[src/rtl/ram_alu_sequencer.sv]
// Memory-to-memory ALU sequencer for the dual-port RAM: fetches two operands,
// applies the latched op and writes the result back, one command per 4 cycles.
//
// state   | meaning
// IDLE    | cmd_ready=1, waiting for cmd_valid
// FETCH   | addresses presented, RAM samples them at end of cycle
// CAPTURE | read data valid, result/carry registered
// WRITE   | write strobe (or error pulse for reserved op), done=1
module ram_alu_sequencer #(
  parameter int DATA_W = 8,
  parameter int ADDR_W = 8
) (
  input  logic              CLK,
  input  logic              RST,
  input  logic              cmd_valid,
  output logic              cmd_ready,
  input  logic [2:0]        cmd_op,
  input  logic [ADDR_W-1:0] cmd_addr_a,
  input  logic [ADDR_W-1:0] cmd_addr_b,
  input  logic [ADDR_W-1:0] cmd_addr_z,
  output logic [ADDR_W-1:0] ram_addr_a,
  input  logic [DATA_W-1:0] ram_data_a,
  output logic [ADDR_W-1:0] ram_addr_b,
  input  logic [DATA_W-1:0] ram_data_b,
  output logic [ADDR_W-1:0] ram_addr_c,
  output logic [DATA_W-1:0] ram_data_c,
  output logic              ram_we_c,
  output logic              done,
  output logic              err,
  output logic [DATA_W-1:0] result,
  output logic              carry,
  output logic              busy
);

  localparam logic [1:0] IDLE    = 2'd0;
  localparam logic [1:0] FETCH   = 2'd1;
  localparam logic [1:0] CAPTURE = 2'd2;
  localparam logic [1:0] WRITE   = 2'd3;

  logic [1:0]      state;
  logic [2:0]      op;
  logic            op_rsvd;
  logic [DATA_W:0] alu;

  // ops 6 and 7 are reserved
  assign op_rsvd = op[2] & op[1];

  always_comb begin
    alu = '0;
    case (op)
      3'd0:    alu = {1'b0, ram_data_a} + {1'b0, ram_data_b};
      3'd1:    alu = {1'b0, ram_data_a} - {1'b0, ram_data_b};
      3'd2:    alu = {1'b0, ram_data_a & ram_data_b};
      3'd3:    alu = {1'b0, ram_data_a | ram_data_b};
      3'd4:    alu = {1'b0, ram_data_a ^ ram_data_b};
      3'd5:    alu = {1'b0, ram_data_a};
      default: alu = '0;
    endcase
  end

  always_ff @(posedge CLK or posedge RST) begin
    if (RST) begin
      state      <= IDLE;
      op         <= '0;
      ram_addr_a <= '0;
      ram_addr_b <= '0;
      ram_addr_c <= '0;
      ram_data_c <= '0;
      result     <= '0;
      carry      <= 1'b0;
    end else begin
      case (state)
        IDLE: begin
          if (cmd_valid) begin
            ram_addr_a <= cmd_addr_a;
            ram_addr_b <= cmd_addr_b;
            ram_addr_c <= cmd_addr_z;
            op         <= cmd_op;
            state      <= FETCH;
          end
        end
        FETCH: state <= CAPTURE;
        CAPTURE: begin
          if (!op_rsvd) begin
            ram_data_c <= alu[DATA_W-1:0];
            result     <= alu[DATA_W-1:0];
            carry      <= alu[DATA_W];
          end
          state <= WRITE;
        end
        default: state <= IDLE;
      endcase
    end
  end

  // strobes decode from state so reset kills a pending write immediately
  assign cmd_ready = (state == IDLE);
  assign busy      = (state != IDLE);
  assign done      = (state == WRITE);
  assign err       = (state == WRITE) & op_rsvd;
  assign ram_we_c  = (state == WRITE) & ~op_rsvd;

endmodule

[config.mk]
export PLATFORM = sky130hd
export DESIGN_NAME = ram_alu_sequencer
export DESIGN_NICKNAME = d
export VERILOG_FILES = /design/src/rtl/ram_alu_sequencer.sv
export SDC_FILE = /design/constraint.sdc
export NUM_CORES = 1
export LEC_CHECK = 0
export ABC_AREA = 1
export CORE_ASPECT_RATIO = 2
export CORE_UTILIZATION = 46
export CTS_CLUSTER_DIAMETER = 30
export CTS_CLUSTER_SIZE = 40
export DETAILED_ROUTE_END_ITERATION = 7
export GPL_TIMING_DRIVEN = 0
export PLACE_DENSITY = 0.81
export SYNTH_ARGS = -nofsm -noshare
export SYNTH_HDL_FRONTEND = slang
export SYNTH_SLANG_ARGS = --single-unit
[constraint.sdc]
create_clock -name CLK -period 2.65 [get_ports CLK]
set_input_delay 0.53 -clock CLK [delete_from_list [all_inputs] [get_ports CLK]]
set_output_delay 0.53 -clock CLK [all_outputs]
set_load 0.01 [all_outputs]
==> After elaboration in Yosys (flattened, before gate mapping) <==
Index checks and enable logic that the tools add are counted.
{ "totals": {"ff_bits": 38, "latchBits": 0, "mem_bits_rw": 0, "rom_bits": 0, "output_inout_bits": 46, "word_cells": 33, "mem_count": 0} }
{ "classes": {"add_sub_neg": 2, "mul": 0, "div_mod_pow": 0, "order_cmp": 0, "eq_ne": 9, "shift": 0, "mux": 3, "bitwise_logic": 7, "reduce_logical": 5} }
{ "ops": {"columns": ["op", "count"], "rows": [
  ["one-hot mux 9 bit (6 select lines)", 1],
  ["adder 8 x 8 -> 9 bit", 1],
  ["subtractor 8 x 8 -> 9 bit", 1],
  ["bitwise AND 8 bit", 1],
  ["OR 8 bit", 1],
  ["bitwise XOR 8 bit", 1],
  ["equality test 3 x 2 -> 1 bit, second input constant", 2],
  ["equality test 3 bit, second input constant", 2],
  ["one-hot mux 2 bit (3 select lines)", 1],
  ["equality test 2 bit, second input constant", 2],
  ["AND reduction 2 bit", 2],
  ["bitwise AND 1 bit", 3],
  ["equality test 3 x 1 -> 1 bit, second input constant", 1],
  ["logical NOT 3 bit", 1],
  ["equality test 2 x 1 -> 1 bit, second input constant", 1],
  ["logical NOT 2 bit", 1],
  ["two-way mux 2 bit", 1],
  ["!= test 2 bit, second input constant", 1],
  ["nonzero test 2 bit", 1],
  ["NOT 1 bit", 1]
]} }

==> Logic depth before layout (Yosys ltp) <==
Gate-level depths: netlist of run 1.
{ "logic_depth": {"word_depth": 3, "mapped_depth": 15, "mapped_depth_nobuf": 15} }

==> Worst setup path after synthesis of run 1 <==
No wires, ideal clock.
{ "synth_path": {"path_type": "input-to-reg", "startpoint": "in ram_data_b[0]", "endpoint": "reg result[3]", "arrival_ns": 2.263, "required_time_ns": 2.530, "setup_slack_ns": 0.267, "cell_stages": 10, "cell_sequence": "inv_1 ha_1 or2_2 xor2_1 ha_1 or2_2 and2_1 or2_0 nand3_1 a21oi_2"} }
{ "synth_between": {"elab_chain_len": 2, "word_cells_on_any_way": 3} }
{ "synth_lines": {"columns": ["element", "line_no", "source"], "rows": [
  ["start: declaration", "24", "input logic [DATA_W-1:0] ram_data_b,"],
  ["subtractor 8 x 8 -> 9 bit / adder 8 x 8 -> 9 bit (equally long branches)", "52, 51", null],
  ["one-hot mux 9 bit (6 select lines) (*)", "50", "case (op)"],
  ["end signal: assignment", "86", "result <= alu[DATA_W-1:0];"],
  ["end: declaration", "30", "output logic [DATA_W-1:0] result,"]
]} }
Mark *: on every way between the ends. The rest lies on a longest branch, timed or not.
A chain may end at the register's enable or synchronous reset.

==> Worst setup path in the final report of run 1 <==
Same ends and word-level chain as after synthesis.

==> impl_metrics.ini, run 1 <==
[cts]
post-cts-setup-buffers = 0
clockBufferDepth = 2
cts_hold_buf = 0
clock_latency_ns = 0.31
cts_root_buffer = clkbuf_8
cts_buffers = 5
path_clk_slew_ns = 0.08
clock-sinks = 38
htreeDepth = 2
cts_tree = done

[global_routing]
grt_pass1_vias = 2390
gr-usage-all-layers_pct = 23.2
met2_usage_pct = 45.5
grt_pass1_wl_um = 10700
overflow = 0
grt_use_met1_pct = 21.4
top_usage_layer = met2
use_met3_pct = 4.03
grt_max_degree = 39
antenna_found_initial = 0

[setup_path]
rrSetupSlack_ns = 0.28
crit_chain = dlygate4sd2_1 > inv_1 > ha_1 > or2_2 > xor2_1 > ha_1 > or2_2 > and2_1 > or2_0 > nand3_1 > a21oi_2
cp-end-kind = flop
cp_data_arrival_time_ns = 2.69
ff2ff_path_depth = 11
r2r_end = result[6]
crit_fanout = 3
critPathLaunchType = input port
timing.rr.start = op[2]
crit_path_max_incr_delay_ns = 0.32
slowest_stage = ha_1
worst-path-buf-inv = 2
crit_family = simple AND/OR/NAND/NOR gates
worst_ep_required_time_ns = 2.84
path_class = input port to flop

[layout]
design_area_um2 = 3720
nets = 478
final_util_pct = 68.1
drive_gt1_share_pct = 15.1
fill_cells = 455
syn2layout_area_growth_pct = 41.6
num_antenna_cells = 0

[placed_design]
placed_cell_area_um2 = 3610
globalplace.congestion = 0.959
hpwl_um = 5360
pre_cts_ws_ns = -0.405
io_buffers = 91

[timing]
finalCritPeriodShare_pct = 94.2
setup_violations = 0
slew_headroom_pct = 47.9
final_hold_viol_count = 0
fin_skew_ns = 0.00956
min_period_ns = 2.50
max_freq_mhz = 400
slew_viol_final = 0
worstMarginPinSlew_ns = 0.781
rsz0062_at_grt = false
worst_slack_ns = 0.152

[synthesis]
yosysTopAreaCell = dfrtp_1
ys_seq_area_share_pct = 36.2
syn_area_um2 = 2630
ys_seq_elements = 38
synth_warnings = 0
syn_nets = 380
yosysUniqueCellTypes = 29
synth.avg_cell_area_um2 = 8.62
synthTopCellsByArea = dfrtp_1 (36%), ha_1 (13%), mux2_2 (10%)
synth_top_cell_area_share_pct = 36.2
syn_inst = 305

[power]
switching_share_pct = 38.5
switching_power_mw = 1.46
p_seq_share_pct = 28.5
pwr-share-clk_pct = 11.3
p_comb_share_pct = 60.2
cellPowerDensity_nw_per_um2 = 1020
leakagePower_nw = 1.76
p_int_mw = 2.33
peakVddDrop_mv = 0.820

[job]
maxCapViolations = 0

[floorplan]
fp.dieH_um = 109
start_util_pct = 48.1
ios = 92
die-area_um2 = 6040
die_w_um = 55.5
core_area_um2 = 5470
rows = 38

[drt]
drt-total-wl_um = 6690
drc = 0
dr.pass1.iters = 4
ant_nets = 0
via_count = 2420
drt-initial-drc-count = 68
avgViaCountPerCell = 5.22
avgRoutedWirePerCell_um = 14.4

[worst_hold_path]
whs_path_depth = 2
hp-class = flop to flop
min_from = carry
holdPathEnd = carry

[run_status]
outcome = completed
worst reg2reg max path: cells and delay by family, from the launching register on:
| kind | cells | cell delay [ns] |
|---|---|---|
| adder cells (fa/ha/maj) | 1 | 0.30 |
| buffers and inverters | 1 | 0.10 |
| flip-flops | 1 | 0.48 |
| AND/OR/NAND/NOR | 7 | 1.06 |
| XOR/XNOR | 1 | 0.21 |
| AO/OA/AOI/OAI | 1 | 0.15 |
metrics by stage:
stage / setup TNS [ns] / power, mW / std cells / hold slack [ns]
finish: 0 / 3.78 / 464 / 0.497
global placement: -1.60 / 3.29 / 456 / 0.473
CTS: 0 / 3.79 / 464 / 0.495
detailed placement: -1.86 / 3.35 / 456 / 0.471
floorplan: 0 / 2.29 / 305 / 0.516
global route: 0 / 4.05 / 464 / 0.516
Yosys cell counts:
master	n
a21oi_1	17
a21oi_2	1
a41oi_1	2
and2_1	1
buf_2	3
buf_4	8
buf_6	2
dfrtp_1	38
fa_1	1
ha_1	28
inv_1	38
inv_2	4
mux2_2	24
nand2_1	53
nand2_2	1
nand3_1	18
nand3b_1	4
nor2_1	33
nor3_1	2
nor3_4	2
o211ai_1	5
o21a_1	1
o21ai_0	5
o21ai_1	2
o21ai_2	1
o22ai_1	1
or2_0	1
or2_2	3
xor2_1	6
cells by family after synthesis:
group / synth area share (%)
DFF: 36.2
xor gates and xnor gates: 2.00
AOI/OAI and AO/OA: 7.85
adders and majority gates: 14.1
muxes: 10.3
and+or+nand+nor: 19.9
buffers and inverters: 9.71
layer usage:
metal  vias to the layer above  routed length (µm)
met2                        77                3780
met1                      1143                2340
met4                         0                 339
li1                       1178                   -
met5                         -                   0
met3                        22                 224
repair_timing:
item                       4_1_cts  5_1_grt
cloned                           0        0
gates resized for setup          3        2
pin swaps                        1        0
setup endpoints to repair        1        2
placed cells by master (no fill, tap or decap), types with 8 or more instances in the layout:
master / n
buf_4: 8
nand3_1: 18
a21oi_1: 17
mux2_2: 24
dfrtp_1: 38
nor2_1: 32
ha_1: 27
inv_1: 36
clkdlybuf4s50_1: 89
nand2_1: 53
registers in the layout, indices dropped and copies added (netlist names):
name	count
ram_addr_c	8
ram_addr_b	8
ram_addr_a	8
op	3
carry	1
state	2
result	8
power groups by stage:
stage,logic (mW),clock network (mW),registers [mW]
6_report,2.28,0.426,1.08
3_3_place_gp,2.22,0,1.07
5_1_grt,2.48,0.457,1.12
3_5_place_dp,2.26,0,1.09
2_1_floorplan,1.11,0,1.18
4_1_cts,2.28,0.432,1.08
worst max path at each step:
| stage | startpoint | to | depth (start not counted) |
|---|---|---|---|
| after detailed placement | ram_data_b[0] | result[3] | 11 |
| after floorplan | ram_data_b[0] | result[3] | 10 |
| after global placement | ram_data_b[0] | result[3] | 11 |
| after global routing | ram_data_b[3] | result[7] | 14 |
| final | ram_data_b[0] | result[3] | 11 |
| after CTS | ram_data_b[2] | carry | 13 |
final cells by class:
cell class	count	area [µm²]	area share [%]
sequential	38	951	25.5
clock buffer	6	82.6	2.22
timing repair buffer	91	908	24.4
clock inverter	2	12.5	0.336
inverter	42	158	4.24
tap	60	75.1	2.02
multi-input combinational	212	1440	38.6
buffer	13	97.6	2.62
No activity file was read; power rests on OpenSTA's default activity.
==> run 2: changes to the inputs <==
==> constraint.sdc (replaced) <==
create_clock -name CLK -period 2.65 [get_ports CLK]
set_input_delay 0.3975 -clock CLK [delete_from_list [all_inputs] [get_ports CLK]]
set_output_delay 0.3975 -clock CLK [all_outputs]
set_load 0.01 [all_outputs]
==> run 2 against run 1 <==
Effect of this change: critical path type unchanged; sequential power hardly changed; cell area down 0.13%; die area unchanged; global-route usage stayed put; final cell count stayed put; highest routed layer unchanged; worst setup slack lost 0.050 ns.
==> impl_metrics.ini, run 2 (synthesis gave the netlist of run 1 again) <==
[run_status]
outcome = completed

[power]
switching_share_pct = 38.6
p_seq_share_pct = 28.5
switching_power_mw = 1.46
cellPowerDensity_nw_per_um2 = 1020
peakVddDrop_mv = 0.819
p_int_mw = 2.32
p_comb_share_pct = 60.2
pwr-share-clk_pct = 11.3
fin_total_pwr_mw = 3.78
leakagePower_nw = 1.77

[layout]
design_area_um2 = 3720
num_antenna_cells = 0
nets = 478
drive_gt1_share_pct = 14.9
syn2layout_area_growth_pct = 41.4
final_util_pct = 68.0
layout_commonest_cell = clkdlybuf4s50_1
final_cell_mix = clkdlybuf4s50_1 (90), nand2_1 (53), dfrtp_1 (38)
fill_cells = 454

[floorplan]
fp.dieH_um = 109
start_util_pct = 48.1
core_area_um2 = 5470
die_w_um = 55.5
ios = 92
die-area_um2 = 6040
rows = 38

[cts]
clock-sinks = 38
cts_tree = done
clock_latency_ns = 0.31
htreeDepth = 2
cts_root_buffer = clkbuf_8
clockBufferDepth = 2
post-cts-setup-buffers = 0
cts_buffers = 5
path_clk_slew_ns = 0.08

[timing]
slew_viol_final = 0
final_hold_viol_count = 0
worst_slack_ns = 0.103
hold_slack_ns = 0.495
slew_headroom_pct = 46.8
min_period_ns = 2.55
fin_skew_ns = 0.0107
max_freq_mhz = 393
worstMarginPinSlew_ns = 0.797
finalCritPeriodShare_pct = 96.1
setup_violations = 0
rsz0062_at_grt = false

[setup_path]
cp_data_arrival_time_ns = 2.74
crit_path_max_incr_delay_ns = 0.50
crit_fanout = 4
cp-end-kind = flop
critPathLaunchType = input port
worst_ep_required_time_ns = 2.84
crit_chain = clkdlybuf4s50_1 > inv_2 > ha_1 > or2_2 > xor2_1 > ha_1 > or2_2 > and2_1 > or2_0 > nand3_2 > a21oi_2
crit_family = simple AND/OR/NAND/NOR gates
slowest_stage = clkdlybuf4s50_1
worst-path-buf-inv = 2
path_class = input port to flop

[drt]
avgViaCountPerCell = 5.19
via_count = 2407
avgRoutedWirePerCell_um = 14.4
drc = 0
drt-initial-drc-count = 56
dr.pass1.iters = 6
ant_nets = 0
drt-total-wl_um = 6690

[global_routing]
grt_pass1_wl_um = 10700
overflow = 0
gr-usage-all-layers_pct = 23.2
grt_pass1_vias = 2390
antenna_found_initial = 0
grt_max_degree = 39

[placed_design]
hpwl_um = 5360
pre_cts_ws_ns = -0.272
io_buffers = 91
placed_cell_area_um2 = 3610
globalplace.congestion = 0.959

[worst_hold_path]
hp-class = flop to flop

[job]
maxCapViolations = 0
run 2: worst min-delay path, delay by kind of cell (launching register included):
| kind | cells | cell delay (ns) |
|---|---|---|
| DFF | 1 | 0.36 |
| and+or+nand+nor | 2 | 0.10 |
run 2: cell type report:
cell class	instances	area, µm²	area share [%]
timing repair buffer	91	913	24.6
clock inverter	2	12.5	0.337
inverter	42	158	4.24
multi-input combinational	212	1430	38.4
buffer	13	97.6	2.63
clock buffer	6	82.6	2.22
tap	60	75.1	2.02
sequential	38	951	25.6
run 2: routing by layer:
| layer | part of all wire (%) | wire length (µm) | track usage (%) | vias to the layer above |
|---|---|---|---|---|
| li1 | - | - | - | 1176 |
| met1 | 35 | 2330 | 21.4 | 1136 |
| met2 | 57 | 3790 | 45.5 | 75 |
| met3 | 3.8 | 257 | 4.03 | 20 |
| met4 | 4.7 | 314 | 14.6 | 0 |
| met5 | 0 | 0 | 0 | - |
run 2: per-stage QoR:
step,cells,setup TNS (ns)
3_3_place_gp,456,-0.658
6_report,464,0
2_1_floorplan,305,0
3_5_place_dp,456,-0.871
5_1_grt,464,0
4_1_cts,464,0
run 2: power by group through the flow:
stage	Combinational (mW)	Sequential, mW	Clock (mW)
floorplan	1.11	1.18	0
global placement	2.22	1.07	0
detailed placement	2.26	1.09	0
CTS	2.28	1.08	0.432
global route	2.47	1.12	0.457
finish	2.28	1.08	0.426
run 2: what timing repair did:
item | 4_1_cts | 5_1_grt
hold buffers | 0 | 0
endpoints found under the hold margin | 0 | 0
endpoints found under the setup margin | 0 | 2
gates resized for setup | 0 | 3
run 2: final timing paths:
check / start / endpoint / slack [ns] / cells past startpoint
hold reg to reg: carry / carry / 0.49 / 2
setup reg to reg: op[2] / carry / 0.24 / 12
setup / recovery: ram_data_b[1] / result[3] / 0.10 / 11
min in group asynchronous: RST / ram_addr_b[2] / 0.57 / 2
hold / removal: carry / carry / 0.49 / 2
max in group asynchronous: RST / op[0] / 1.57 / 2
